[src/rtl/dac_pulse_packer.sv]
// dac_pulse_packer: packs a FIFO'd scalar amplitude stream into 16-lane DAC frames at a programmed slot period.
// Config arrives over the shared GPIO bus; lane window and period changes apply only at slot boundaries.
module dac_pulse_packer #(
   parameter logic [15:0] ADDR_PERIOD = 16'd8,
   parameter logic [15:0] ADDR_OFFSET = 16'd9,
   parameter logic [15:0] ADDR_WIDTH  = 16'd10,
   parameter logic [15:0] ADDR_CTRL   = 16'd11,
   parameter int          FIFO_DEPTH  = 16
) (
   input  logic         clk,
   input  logic         rst,
   input  logic [31:0]  gpio_in,
   input  logic [15:0]  val_in,
   input  logic         val_in_valid,
   output logic         val_in_ready,
   output logic [255:0] fsm_val_out,
   output logic         fsm_out_valid,
   output logic         pulse_sync,
   output logic         underflow
);
   localparam int AW = $clog2(FIFO_DEPTH);
   localparam logic [AW:0] FULL_CNT = (AW+1)'(FIFO_DEPTH);
   logic [1:0]  w_sync;
   logic        w_prev, we;
   logic [15:0] addr;
   logic [7:0]  data;
   logic [7:0]  period, cnt;
   logic [3:0]  offset, sh_offset;
   logic [4:0]  width, sh_width;
   logic        enable, flush_q, clr_q, slot;
   logic [15:0] mem [FIFO_DEPTH];
   logic [AW-1:0] wp, rp;
   logic [AW:0] count, count_nx;
   logic        push, pop, empty;
   logic [15:0] val_q;
   logic [5:0]  lo, hi;
   logic        unused_bits;

   assign addr        = gpio_in[15:0];
   assign data        = gpio_in[23:16];
   assign unused_bits = ^gpio_in[31:25];
   assign we          = w_sync[1] & ~w_prev;
   assign slot        = enable && cnt == 8'd0;
   assign empty       = count == '0;
   assign push        = val_in_valid && val_in_ready && !flush_q;
   assign pop         = slot && !empty && !flush_q;
   assign count_nx    = flush_q ? '0 : count + {{AW{1'b0}}, push} - {{AW{1'b0}}, pop};

   always_ff @(posedge clk or negedge rst) begin
      if (!rst) begin
         w_sync  <= '0;
         w_prev  <= 1'b0;
         period  <= 8'd4;
         offset  <= 4'd0;
         width   <= 5'd8;
         enable  <= 1'b0;
         flush_q <= 1'b0;
         clr_q   <= 1'b0;
      end else begin
         w_sync  <= {w_sync[0], gpio_in[24]};
         w_prev  <= w_sync[1];
         flush_q <= we && addr == ADDR_CTRL && data[1];
         clr_q   <= we && addr == ADDR_CTRL && data[2];
         if (we && addr == ADDR_PERIOD) period <= data;
         if (we && addr == ADDR_OFFSET) offset <= data[3:0];
         if (we && addr == ADDR_WIDTH) width <= data[4:0];
         if (we && addr == ADDR_CTRL) enable <= data[0];
      end
   end

   // A flush cycle discards the concurrent push and makes any slot in it see an empty FIFO.
   always_ff @(posedge clk or negedge rst) begin
      if (!rst) begin
         wp           <= '0;
         rp           <= '0;
         count        <= '0;
         val_in_ready <= 1'b0;
      end else begin
         count        <= count_nx;
         val_in_ready <= count_nx != FULL_CNT;
         wp           <= flush_q ? '0 : push ? wp + AW'(1) : wp;
         rp           <= flush_q ? '0 : pop ? rp + AW'(1) : rp;
      end
   end

   always_ff @(posedge clk) begin
      if (push) mem[wp] <= val_in;
   end

   always_ff @(posedge clk or negedge rst) begin
      if (!rst) begin
         cnt           <= 8'd0;
         sh_offset     <= 4'd0;
         sh_width      <= 5'd8;
         val_q         <= 16'd0;
         fsm_out_valid <= 1'b0;
         pulse_sync    <= 1'b0;
         underflow     <= 1'b0;
      end else begin
         cnt           <= !enable ? 8'd0 : slot ? (period == 8'd0 ? 8'd0 : period - 8'd1) : cnt - 8'd1;
         sh_offset     <= slot ? offset : sh_offset;
         sh_width      <= slot ? (width == 5'd0 ? 5'd1 : width) : sh_width;
         val_q         <= pop ? mem[rp] : 16'd0;
         fsm_out_valid <= enable;
         pulse_sync    <= slot;
         underflow     <= (slot && !pop) || (underflow && !clr_q);
      end
   end

   // Lane window comes from the shadows latched in the same slot as val_q, so each frame is self-consistent.
   assign lo = {2'b00, sh_offset};
   assign hi = lo + {1'b0, sh_width};
   for (genvar k = 0; k < 16; k++) begin : g_lane
      assign fsm_val_out[16*k +: 16] = (6'(k) >= lo && 6'(k) < hi) ? val_q : 16'd0;
   end
endmodule

[config.mk]
export PLATFORM = sky130hd
export DESIGN_NAME = dac_pulse_packer
export DESIGN_NICKNAME = d
export VERILOG_FILES = /design/src/rtl/dac_pulse_packer.sv
export SDC_FILE = /design/constraint.sdc
export NUM_CORES = 1
export LEC_CHECK = 0
export CAP_MARGIN = 25
export CORE_ASPECT_RATIO = 0.75
export CORE_MARGIN = 5
export CORE_UTILIZATION = 55
export CTS_CLUSTER_SIZE = 25
export DETAILED_ROUTE_END_ITERATION = 7
export PLACE_DENSITY = 0.9
export SETUP_SLACK_MARGIN = 0.5
export SLEW_MARGIN = 20
export SYNTH_ARGS = -nofsm -noshare
export SYNTH_HDL_FRONTEND = slang
export SYNTH_SLANG_ARGS = --single-unit
export TNS_END_PERCENT = 5
[constraint.sdc]
create_clock -name clk -period 11 [get_ports clk]
set_clock_uncertainty 0.15 [all_clocks]
set_input_delay 3.3 -clock clk [delete_from_list [all_inputs] [get_ports clk]]
set_output_delay 3.3 -clock clk [all_outputs]
set_load 0.02 [all_outputs]
Yosys cells after proc, flatten, opt, wreduce, memory -nomap -nowiden
Memories as Yosys holds them, arrays and structs flattened.
Index checks and enable logic that the tools add are counted.
{"block": "word_totals", "ff_bits": 73, "ram_bits": 256, "input_bits": 51, "output_inout_bits": 260, "n_memories": 1}
{"block": "classes", "addsub": 7, "magnitude_cmp": 32, "eq_ne": 5, "muxes": 28, "bitwise_logic": 2, "n_reduce_logical": 40}
{"name": "mem", "depth": 16, "width": 16, "rd": 1, "rd_ports_with_merged_regs": 0, "wr": 1, "line_no": "31", "text": "logic [15:0] mem [FIFO_DEPTH];"}
{"cell": "$mux 16", "count": 17}
{"cell": "$eq 16x4->1 const B", "count": 4}
{"cell": "$lt 4x6->1 const A", "count": 8}
{"cell": "$ge 4x4->1 const A", "count": 8}
{"cell": "$logic_and 1x1->1", "count": 29}
{"cell": "$lt 3x6->1 const A", "count": 4}
{"cell": "$mux 8", "count": 3}
{"cell": "$ge 3x4->1 const A", "count": 4}
{"cell": "$logic_not 8->1", "count": 2}
{"cell": "$mux 4", "count": 4}
{"cell": "$sub 8x1->8 const B", "count": 2}
{"cell": "$lt 1x6->1 const A", "count": 2}
{"cell": "$lt 2x6->1 const A", "count": 2}
{"cell": "$logic_not 5->1", "count": 2}
{"cell": "$mux 5", "count": 2}
{"cell": "$add 4x1->4 const B", "count": 2}
{"cell": "$ge 1x4->1 const A", "count": 2}
{"cell": "$ge 2x4->1 const A", "count": 2}
{"cell": "$add 4x5->6", "count": 1}
{"cell": "$add 5x1->5", "count": 1}
{"cell": "$ne 5x5->1 const B", "count": 1}
{"cell": "$sub 5x1->5", "count": 1}
{"cell": "$logic_not 1->1", "count": 4}
{"cell": "$reduce_bool 2->1", "count": 2}
{"cell": "4 further kinds", "count": 5}

Logic depth before layout (Yosys ltp)
{"block": "depth", "depth_word": 7, "depth_mapped": 17, "ltp_nobuf": 16}

Least setup slack after synthesis
OpenSTA, ideal clock, no wires.
{"block": "synth_timing", "path_kind": "reg2out", "from": "register sh_offset[1]", "to": "output fsm_val_out[161]", "t_arrival_ns": 2.557, "t_required_ns": 7.550, "setup_slack_ns": 4.993, "path_stages_with_launch": 10, "path_buffers": 2, "path_cell_list": "dfrtp_1 -> clkbuf_1 -> inv_1 -> fa_1 -> or2b_1 -> a21oi_1 -> nor3_2 -> a32oi_1 -> clkbuf_2 -> and2_1"}
{"block": "synth_via", "elab_chain_cells": 4, "elab_cells_between_ends": 5, "classes_between": "add/sub (1); order compare (2); mux (1); reduce/logical (1)"}
{"item": "start, declared", "line_no": "28", "text": "logic [3:0] offset, sh_offset;"}
{"item": "start signal, assigned", "line_no": "101", "text": "sh_offset <= slot ? offset : sh_offset;"}
{"item": "$add 4x5->6", "line_no": "112", "text": "assign hi = lo + {1'b0, sh_width};"}
{"item": "$lt 4x6->1", "line_no": "114", "text": "assign fsm_val_out[16*k +: 16] = (6'(k) >= lo && 6'(k) < hi) ? val_q : 16'd0;"}
{"item": "$logic_and 1x1->1 *", "line_no": "114"}
{"item": "$mux 16 *", "line_no": "114"}
{"item": "end, declared", "line_no": "16", "text": "output logic [255:0] fsm_val_out,"}
Mark *: on every way between the ends. The rest lies on a longest branch, timed or not.

Worst setup path in the final report
{"block": "layout_timing", "from": "register sh_offset[0]", "to": "output fsm_val_out[133]"}
Same word-level chain as after synthesis.

==> flow_metrics.tcl <==
set metrics [dict create \
    rows 53 \
    swShare 0.2456 \
    async_reset_ff_frac 0.2219 \
    pin_count 311 \
    port_buffers 303 \
    ys_top_cells_by_count "256 x edfxtp_1, 104 x nor2_1, 99 x and2_1" \
    reg2reg_from "enable" \
    grt_max_degree 74 \
    ys_types 70 \
    pwr-share-comb 0.114 \
    fin_crit_sh 0.6887 \
    grtUsageMet1 0.3502 \
    grtUsageMet2 0.4839 \
    synth_seq_cells 329 \
    hold-path-endpoint "w_sync[1]" \
    hold_viol 0 \
    clockBufferDepth 3 \
    vias_per_cell 6.047 \
    max_freq_mhz 132.0 \
    cts_tree "built" \
    seq_area_sq_mm 0.009523 \
    worst_slew_pin_slew_ns 0.9930 \
    min_path_type "flip-flop to flip-flop" \
    cp-start-kind "flip-flop" \
    fp.dieArea_sq_mm 0.03149 \
    ctsHoldBuffers 0 \
    wl_mm 45.03 \
    cts.clk_slew.worst_paths_ns 0.07 \
    dieWidth_um 203.3 \
    grt_util_all_layers 0.2751 \
    fin_area_sq_mm 0.01979 \
    required_ns 7.55 \
    netlist_area_sq_mm 0.01540 \
    r2r_slack_ns 6.38 \
    ir_drop_uv 167.9 \
    fin_nets 1448 \
    hold_depth 0 \
    ys.flop_type "edfxtp_1" \
    synth.top_cells.by_area "edfxtp_1 50%, mux4_2 12%, dfrtp_1 11%, and2_1 4.0%, and3_1 3.5%" \
    finalCriticalPeriod_ns 7.576 \
    crit_fanout 9 \
    setup_slack_ns 3.424 \
    area_growth_pct 28.48 \
    root_buffer "clkbuf_16" \
    cts_made_buffers 30 \
    overflow 0 \
    avgSynthCellArea_sq_um 14.18 \
    initial_core_util 0.5544 \
    die_h_um 154.9 \
    fill_cells 1746 \
    slew_violations 0 \
    synth_fp_nets 1158 \
    pwr-share-clk 0.352 \
    cts_setup_buffers 0 \
    place_area_sq_mm 0.01876 \
    drt_pass1_iterations 6 \
    drive_gt1_frac 0.1486 \
    setup_tns_ns 0 \
    post-place-ws_ns 3.886 \
    antenna_found_initial 2 \
    status "complete, no violations" \
    max_cap_viol_count 0 \
    dp_hpwl_mm 29.72 \
    cts_resized 0 \
    yosysWarnings 0 \
    p_seq_frac 0.534 \
    core_sq_mm 0.02779 \
    p_sw_uw 699.0 \
    grt_pass1_wl_mm 65.69 \
    drc 0 \
    totalPowerFinal_mw 2.847 \
    utilization 0.7123 \
    num_vias 10630 \
    place_congestion 0.9753 \
    grt_use_met3 0.05376 \
    synth_edf_count 256 \
    ant_nets 0 \
    insertion_delay_ns 0.57 \
    crit_path_end_kind "output pin" \
    drt-wirelength-per-cell_um 25.62 \
    fin_cells 1758 \
    ys_seq_area_frac 0.6179 \
    multiInputGateArea_sq_mm 0.005451 \
    r2r_cells 14 \
    synth_top_area_frac 0.4990 \
    timing.rr.end "val_in_ready" \
    syn_inst 1086 \
    synth_area_leader_cell "edfxtp_1" \
    drt_iter0_markers 1215 \
    crit_type "flip-flop to output pin" \
    rsz0062_at_grt "false" \
    cts.sinks 329 \
    setup_viol 0 \
    hold_start "w_sync[0]" \
    top_usage_layer "met2" \
    slew_headroom 0.3380 \
    arrival_ns 4.13 \
    dp_cells 1696 \
    power.leakage_nw 7.084 \
    grt_pass1_vias 10390 \
    whs_ns 0.2012 \
    h-tree-depth 1 \
    p_int_mw 2.148 \
    power.density_mw_per_mm2 143.8 \
    yosysMostFrequentCell "edfxtp_1" \
]
==> cell families (layout without fill, tap and decap cells) <==
kind of cell               Yosys count  count (layout)  synth area share
DFF                                329             329            0.6179
adders and majority gates           21              21           0.01803
xor gates and xnor gates            18              18           0.01072
buffers and inverters              101             415           0.02916
AOI/OAI and AO/OA                   80              80           0.03720
muxes                               95              95            0.1278
and+or+nand+nor                    442             442            0.1592
other                                0               1                 0
==> worst max path at each step <==
stage	start	end	cells past startpoint
final	sh_offset[0]	fsm_val_out[133]	10
after global routing	sh_offset[3]	fsm_val_out[79]	8
after CTS	sh_offset[0]	fsm_val_out[170]	9
after detailed placement	sh_offset[0]	fsm_val_out[170]	9
after global placement	sh_offset[0]	fsm_val_out[79]	9
after floorplan	sh_offset[1]	fsm_val_out[161]	9
==> layout make-up <==
cell class | count | share of cell area
well taps | 357 | 0.02257
repair buffers | 334 | 0.1675
clock inverters | 15 | 0.006701
clock buffers | 41 | 0.04172
multi-input cells | 656 | 0.2754
inverters | 25 | 0.004741
diodes | 1 | 0.0001264
flip-flops and latches | 329 | 0.4812
==> flip-flops by register name (all words and copies together), names as in the netlist, 2 cells and up <==
signal / cells
count: 5
rp: 4
sh_width: 5
period: 8
val_q: 16
offset: 4
cnt: 8
wp: 4
width: 5
mem: 256
sh_offset: 4
w_sync: 2
==> power by group through the flow <==
stage | clock, mW | combinational [mW] | sequential [mW]
after floorplan | 0 | 0.191 | 1.52
after global placement | 0 | 0.291 | 1.53
after detailed placement | 0 | 0.313 | 1.54
after CTS | 1.01 | 0.323 | 1.52
after global routing | 1.07 | 0.350 | 1.53
final | 1.00 | 0.325 | 1.52
==> layer usage <==
layer  share of wire  vias to the layer above  wire [um]
li1                -                     4586          -
met1            0.37                     5298      16690
met2            0.51                      635      23110
met3           0.086                      112       3866
met4           0.030                        0       1369
met5               0                        -          0
==> critical path: stages (launching register included) <==
cell             delay (ns)
dfrtp_1                0.47
ha_1                   0.23
inv_1                  0.06
fa_1                   0.50
nor2b_1                0.20
o22ai_1                0.13
or4_4                  0.44
a32oi_2                0.58
buf_4                  0.32
nor2b_2                0.05
clkdlybuf4s50_1        0.58
==> layout by cell type (no fill, tap or decap), types with 4 or more instances in the layout <==
| master | n |
|---|---|
| xnor2_1 | 11 |
| mux4_2 | 80 |
| nand2b_1 | 26 |
| and3_1 | 87 |
| buf_4 | 28 |
| clkdlybuf4s50_1 | 302 |
| clkbuf_1 | 7 |
| nor2_1 | 104 |
| nor2b_2 | 10 |
| ha_1 | 19 |
| xor2_1 | 6 |
| clkinv_1 | 4 |
| dfrtp_1 | 68 |
| inv_1 | 24 |
| nor4_1 | 6 |
| mux2_2 | 14 |
| edfxtp_1 | 256 |
| o21a_1 | 5 |
| and2_1 | 99 |
| a21oi_1 | 16 |
| or3_1 | 4 |
| o22ai_1 | 7 |
| o21ai_0 | 16 |
| nor3_1 | 9 |
| nand2_1 | 41 |
| clkbuf_16 | 30 |
| nor4b_1 | 4 |
| clkinv_2 | 5 |
| nand3_1 | 7 |
| nor2b_1 | 25 |
Note: power is estimated with default switching activity, not from simulation.
